File: src/rtl/conv_window_gen_if.sv
// conv_window_gen_if: pixel stream in, window matrix + strobes out.
//   master: pixel source (drives pix_*, observes win_*/frame_done)
//   slave : window generator (consumes pix_*, drives win_*/frame_done)
interface conv_window_gen_if #(
   parameter int SIZE      = 3,
   parameter int WIDTH_BIT = 8
);
   logic                                        pix_valid;
   logic                                        pix_sof;
   logic [WIDTH_BIT-1:0]                        pix_data;
   logic [SIZE-1:0][SIZE-1:0][WIDTH_BIT-1:0]    win_matrix;
   logic                                        win_valid;
   logic                                        frame_done;
   modport master (output pix_valid, pix_sof, pix_data, input win_matrix, win_valid, frame_done);
   modport slave  (input pix_valid, pix_sof, pix_data, output win_matrix, win_valid, frame_done);
endinterface

File: src/rtl/conv_window_gen.sv
// conv_window_gen: SIZExSIZE sliding-window generator over a raster pixel stream.
//   clock, reset (async, active-high)
//   bus.pix_valid/pix_sof/pix_data : accepted pixel stream, sof marks (0,0)
//   bus.win_matrix : window, [SIZE-1][SIZE-1] is the newest pixel
//   bus.win_valid  : one-cycle strobe for each complete, unpadded window
//   bus.frame_done : one-cycle strobe with the window of the frame's last pixel
module conv_window_gen #(
   parameter int SIZE      = 3,
   parameter int WIDTH_BIT = 8,
   parameter int IMG_W     = 8,
   parameter int IMG_H     = 8
) (
   input logic              clock,
   input logic              reset,
   conv_window_gen_if.slave bus
);
   localparam int CW = $clog2(IMG_W);
   localparam int RW = $clog2(IMG_H);
   localparam logic [0:0] FILL = 1'b0;
   localparam logic [0:0] RUN  = 1'b1;
   logic [CW-1:0] col, pc, nc;
   logic [RW-1:0] row, pr, nr;
   logic [0:0] state;
   logic acc, sof, lst_col, lst;
   logic [WIDTH_BIT-1:0] lb [SIZE-1][IMG_W];
   logic [SIZE-1:0][SIZE-1:0][WIDTH_BIT-1:0] win;
   logic wv, fd;
   assign acc = bus.pix_valid;
   assign sof = bus.pix_valid & bus.pix_sof;
   // position of the pixel being accepted; sof overrides the counters
   always_comb begin
      pc      = sof ? '0 : col;
      pr      = sof ? '0 : row;
      lst_col = pc == CW'(IMG_W - 1);
      lst     = lst_col && pr == RW'(IMG_H - 1);
      nc      = lst_col ? '0 : pc + 1'b1;
      nr      = lst_col ? (lst ? '0 : pr + 1'b1) : pr;
   end
   always_ff @(posedge clock or posedge reset) begin
      if (reset) begin
         col   <= '0;
         row   <= '0;
         state <= FILL;
         wv    <= 1'b0;
         fd    <= 1'b0;
         win   <= '0;
         for (int k = 0; k < SIZE - 1; k++)
            for (int j = 0; j < IMG_W; j++)
               lb[k][j] <= '0;
      end else begin
         // columns below SIZE-1 straddle the line wrap and are never flagged
         wv <= acc && !sof && state == RUN && pc >= CW'(SIZE - 1);
         fd <= acc && !sof && state == RUN && lst;
         if (acc) begin
            col   <= nc;
            row   <= nr;
            state <= sof ? FILL :
                     (state == FILL && pr == RW'(SIZE - 2) && lst_col) ? RUN :
                     (state == RUN && lst) ? FILL : state;
            // each line delays by exactly one image row
            for (int k = 0; k < SIZE - 1; k++)
               for (int j = IMG_W - 1; j > 0; j--)
                  lb[k][j] <= lb[k][j-1];
            lb[0][0] <= bus.pix_data;
            for (int k = 1; k < SIZE - 1; k++)
               lb[k][0] <= lb[k-1][IMG_W-1];
            for (int i = 0; i < SIZE; i++)
               for (int j = 0; j < SIZE - 1; j++)
                  win[i][j] <= win[i][j+1];
            // oldest line feeds the top window row
            for (int i = 0; i < SIZE - 1; i++)
               win[i][SIZE-1] <= lb[SIZE-2-i][IMG_W-1];
            win[SIZE-1][SIZE-1] <= bus.pix_data;
         end
      end
   end
   assign bus.win_matrix = win;
   assign bus.win_valid  = wv;
   assign bus.frame_done = fd;
endmodule

File: src/flat_wrapper.sv
// flat-port wrapper written by rule: the top's interface ports become plain ports
module conv_window_gen_flat 
#(
   parameter int SIZE      = 3,
   parameter int WIDTH_BIT = 8,
   parameter int IMG_W     = 8,
   parameter int IMG_H     = 8
)
  (clock, reset, bus_pix_valid, bus_pix_sof, bus_pix_data, bus_win_matrix, bus_win_valid, bus_frame_done);
  conv_window_gen_if #(.SIZE(SIZE), .WIDTH_BIT(WIDTH_BIT)) bus_i ();
  input logic clock;
  input logic reset;
  input wire logic [$bits(bus_i.pix_valid)-1:0] bus_pix_valid;
  input wire logic [$bits(bus_i.pix_sof)-1:0] bus_pix_sof;
  input wire logic [$bits(bus_i.pix_data)-1:0] bus_pix_data;
  output wire logic [$bits(bus_i.win_matrix)-1:0] bus_win_matrix;
  output wire logic [$bits(bus_i.win_valid)-1:0] bus_win_valid;
  output wire logic [$bits(bus_i.frame_done)-1:0] bus_frame_done;
  assign bus_i.pix_valid = bus_pix_valid;
  assign bus_i.pix_sof = bus_pix_sof;
  assign bus_i.pix_data = bus_pix_data;
  assign bus_win_matrix = bus_i.win_matrix;
  assign bus_win_valid = bus_i.win_valid;
  assign bus_frame_done = bus_i.frame_done;
  conv_window_gen #(.SIZE(SIZE), .WIDTH_BIT(WIDTH_BIT), .IMG_W(IMG_W), .IMG_H(IMG_H)) u_core (.clock(clock), .reset(reset), .bus(bus_i));
endmodule
File: config.mk
export PLATFORM = sky130hd
export DESIGN_NAME = conv_window_gen_flat
export DESIGN_NICKNAME = d
export VERILOG_FILES = /design/src/rtl/conv_window_gen_if.sv /design/src/rtl/conv_window_gen.sv /design/src/flat_wrapper.sv
export SDC_FILE = /design/constraint.sdc
export NUM_CORES = 1
export LEC_CHECK = 0
export ABC_AREA = 0
export BUFFER_PORTS_ARGS = -buffer_cell sky130_fd_sc_hd__buf_2
export CORE_MARGIN = 4
export CORE_UTILIZATION = 50
export CTS_CLUSTER_DIAMETER = 40
export DETAILED_ROUTE_END_ITERATION = 7
export PLACE_DENSITY = 0.81
export REMOVE_ABC_BUFFERS = 1
export SLEW_MARGIN = 25
export SYNTH_ARGS = -nofsm -noshare
export SYNTH_HDL_FRONTEND = slang
export SYNTH_SLANG_ARGS = --single-unit
File: constraint.sdc
create_clock -name clock -period 5.1 [get_ports clock]
set_input_delay 1.02 -clock clock [delete_from_list [all_inputs] [get_ports clock]]
set_output_delay 1.02 -clock clock [all_outputs]
set_load 0.01 [all_outputs]
# --- Word level (Yosys, flattened, before mapping) ---
# Index checks and enable logic that the tools add are counted.
op_classes:
  reduce_logical: 11
  mux: 8
  bitwise: 2
  magnitude_cmp: 1
  n_eq_ne: 3
  add_sub_neg: 2
op_table:
  columns: ["cell", "count"]
  rows:
  - ["$mux 3", 5]
  - ["$logic_and 1x1->1", 8]
  - ["$add 3x1->3 const B", 2]
  - ["$eq 3x3->1 const B", 2]
  - ["$eq 3x1->1 const B", 1]
  - ["$ge 3x2->1 const B", 1]
  - ["$mux 1", 3]
  - ["$reduce_bool 3->1", 1]
  - ["$reduce_and 2->1", 1]
  - ["$and 1x1->1", 1]
  - ["$logic_not 1->1", 1]
  - ["$not 1->1", 1]
totals:
  in_bits: 12
  regBits: 161

# --- Depth between registers and ports, before layout ---
depth:
  word_depth: 8
  depth_mapped: 10
  depth_no_buf: 8

# --- Worst setup path before layout ---
# Ideal clock, no wire load.
synth_path:
  path_kind: "input to register"
  from: "in bus_pix_valid"
  to: "reg u_core.state"
  arrival_ns: 2.589
  path_buffers: 2
  path_stages: 9
  setup_slack_ns: 2.435
  setup_ns: 0.076
  cell_sequence: "buf_4 > buf_2 > nand2_1 > and2_1 > ha_1 > ha_1 > nand2_2 > or4b_1 > o21ai_1"
synth_between:
  elab_chain_len: 7
  elab_cells_between_ends: 14
synth_rtl:
  columns: ["item", "line", "source"]
  rows:
  - ["start, declared", "flat_wrapper.sv:13", "input wire logic [$bits(bus_i.pix_valid)-1:0] bus_pix_valid;"]
  - ["$and 1x1->1", "conv_window_gen.sv:29", "assign sof = bus.pix_valid & bus.pix_sof;"]
  - ["$mux 3, on equally long branches", "conv_window_gen.sv:32, conv_window_gen.sv:33", null]
  - ["$eq 3x3->1, or another cell as far along", "conv_window_gen.sv:34", "lst_col = pc == CW'(IMG_W - 1);"]
  - ["$logic_and 1x1->1, on equally long branches", "conv_window_gen.sv:35, conv_window_gen.sv:58", null]
  - ["$logic_and 1x1->1, on equally long branches", "conv_window_gen.sv:59, conv_window_gen.sv:58", null]
  - ["$reduce_bool 3->1 (no line) or $mux 1 (tied branches)", null, null]
  - ["$reduce_and 2->1 (no line) or $mux 1 (tied branches)", null, null]
  - ["end signal, assigned", "conv_window_gen.sv:57", "state <= sof ? FILL :"]
  - ["end, declared", "conv_window_gen.sv:23", "logic [0:0] state;"]
# Several ways; a longest one is shown, not always the timed one.
# A chain may end at the register's enable or synchronous reset.

# --- Worst setup path after layout ---
layout_path:
  from: "in bus_pix_valid"
  to: "reg u_core.row[1]"
layout_between:
  elab_chain_len: 6
  elab_cells_between_ends: 9
layout_rtl:
  columns: ["item", "line", "source"]
  rows:
  - ["parallel branches: the longest is 6 deep, another holds $add 3x1->3", null, null]
  - ["end signal, assigned", "conv_window_gen.sv:56", "row <= nr;"]
  - ["end, declared", "conv_window_gen.sv:22", "logic [RW-1:0] row, pr, nr;"]
# Parallel ways; which one is timed is not known.

==> results.yml <==
critical_path:
  cpPeakStageDelay_ns: 0.54
  setup.worst_path.end_class: "flop"
  worstPathRequired_ns: 5.41
  cp_top_family: "simple AND/OR/NAND/NOR gates"
  crit_path_cell_trace: "buf_6, nand2_1, and2_1, ha_1, ha_1, o21ai_0, nand2_1, o31ai_1"
  worstPathMaxFanout: 91
  slowest_stage: "buf_6"
  cp_data_arrival_time_ns: 3.18
  crit_buf_inv: 1
  worstSetupPathType: "in2reg"
  cp-start-kind: "input pin"
die:
  start_util_pct: 51.4
  die_w_um: 122
  core_area_um2: 12700
  die_area_um2: 14900
  rows: 41
  chipHeight_um: 122
  num_io_pins: 86
grt:
  grt_max_degree: 92
  antenna_found_initial: 0
  grt_usage_pct: 13.8
  grt_first_pass_wirelength_um: 16000
  grt_pass1_vias: 3383
  grt.overflow.total: 0
layout:
  fin_area_um2: 7270
  final_cell_mix: "dfrtp_1, mux2_2, buf_2, clkbuf_16"
  final_nets: 477
  final_common_cell: "dfrtp_1"
  areaGrowthSynthToFinish_pct: 11.6
  nFillCells: 1037
  drive_above_1_share_pct: 58.5
  antenna_cells: 0
detailed_routing:
  drc_errors: 0
  via_per_inst: 4.96
  ant_nets: 0
  drt_iter0_markers: 168
  drtPass1Iterations: 4
  wl_um: 9310
  vias: 3196
  wl_per_cell_um: 14.5
placed_design:
  dp_hpwl_um: 5980
  portBuffers: 85
  gp_congestion: 0.697
  preCtsSetupSlack_ns: 1.85
  place_area_um2: 6680
power:
  power.leakage_nw: 3.35
  fin_total_pwr_mw: 4.19
  power_density_nw_per_um2: 577
  peakVddDrop_v: 0.000271
clocking:
  cts-htree-levels: 4
  post_cts_buffers: 0
  cts-root-buf: "clkbuf_16"
  cts_buffers: 17
  cts_hold_buf: 0
  cts.sinks: 161
  ctsLongestPathBuffers: 2
  clk_pin_slew_ns: 0.06
  clk_latency_ns: 0.42
  ctsResizeCount: 0
  cts_tree: "done"
status:
  status: "finished clean"
sta:
  drv_slew: 0
  period_share_pct: 56.2
  fin_crit_ns: 2.87
  timing.hold.ws_ns: 0.499
  rsz0062_at_grt: "false"
  worst_pin_slew_ns: 0.859
  setup_viol: 0
  fmax_ghz: 0.349
  worst_slack_ns: 2.23
  finClkSkew_ns: 0.00760
  finalHoldViolations: 0
  max_slew_margin_pct: 42.7
yosys:
  ys_types: 22
  ys_seq_area_share_pct: 61.9
  ys_ff_latch: 161
  syn_inst: 418
  syn_avg_cell_area_um2: 15.6
  yosysWarnings: 0
  syn-cell-area_um2: 6510
flow_run:
  drv_cap: 0
min_path:
  hold_class: "reg2reg"
==> state kept, by name, indices dropped and copies added, names as in the netlist <==
register and cells:
u_core.bus.frame_done 1, u_core.row 3, u_core.state 1, u_core.bus.win_valid 1, u_core.lb 128, u_core.bus.win_matrix 24, u_core.col 3
==> metrics by stage <==
step / util, % / setup TNS, ns / std cells
6_report: 57.3 / 0 / 644
5_1_grt: 57.3 / 0 / 644
4_1_cts: 57.3 / 0 / 644
3_5_place_dp: 52.7 / 0 / 612
3_3_place_gp: 52.7 / 0 / 612
2_1_floorplan: - / -43.19 / 352
==> path summary, 6_finish.rpt <==
| check | start | slack (ns) | cells after the start | to |
|---|---|---|---|---|
| hold reg to reg | u_core.bus.win_matrix[2] | 0.50 | 1 | u_core.bus.win_matrix[2] |
| min in group asynchronous | reset | 0.73 | 2 | u_core.row[0] |
| max in group asynchronous | reset | 3.36 | 3 | u_core.lb[29] |
| setup / recovery | bus_pix_valid | 2.23 | 8 | u_core.row[1] |
| setup reg to reg | u_core.col[1] | 3.42 | 6 | u_core.state |
| hold / removal | u_core.bus.win_matrix[2] | 0.50 | 1 | u_core.bus.win_matrix[2] |
==> cell families after synthesis <==
| family | Yosys count | share of synthesized area (%) |
|---|---|---|
| fa+ha+maj | 6 | 1.15 |
| simple gates | 23 | 1.94 |
| mux | 153 | 26.5 |
| flops | 161 | 61.9 |
| compound gates | 6 | 0.557 |
| buf+inv | 69 | 8.03 |
==> worst register-to-register path: cells and delay by family, from the launching register on <==
family / cells / cell delay [ns]
and+or+nand+nor: 3 / 0.76
DFF: 1 / 0.37
adders and majority gates: 2 / 0.34
AOI/OAI and AO/OA: 1 / 0.13
==> power breakdown <==
part	switching, mW	internal, mW
registers	0.279	1.77
logic	0.372	0.536
clock network	0.492	0.744
total	1.14	3.05
==> cell usage after synthesis (all sizes together) <==
library cell | count | area share, %
nor4bb | 1 | 0.15
buf | 66 | 7.9
nor2 | 5 | 0.29
or4b | 1 | 0.15
nand2 | 7 | 0.44
nor2b | 1 | 0.096
mux2 | 153 | 26
o21ai | 3 | 0.23
dfrtp | 161 | 62
nand3 | 2 | 0.15
a22o | 1 | 0.13
a21oi | 1 | 0.077
ha | 6 | 1.2
and2 | 4 | 0.38
nor3 | 1 | 0.077
inv | 3 | 0.17
and4bb | 1 | 0.19
o31ai | 1 | 0.12
==> layer usage <==
metal	track usage [%]	part of all wire [%]	up-vias
li1	-	-	1474
met1	17.2	44	1636
met2	21.8	49	70
met3	5.20	5.3	16
met4	5.95	1.8	0
met5	0	0	-
==> area by class of cell <==
class | instances | area, um^2 | share of cell area, %
Tap cell | 172 | 215 | 2.96
Sequential cell | 161 | 4030 | 55.5
Clock buffer | 19 | 453 | 6.23
Timing Repair Buffer | 88 | 454 | 6.25
Multi-Input combinational cell | 188 | 1960 | 27.0
Inverter | 3 | 16.3 | 0.224
Clock inverter | 13 | 138 | 1.89
(Power assumes the default switching activity.)
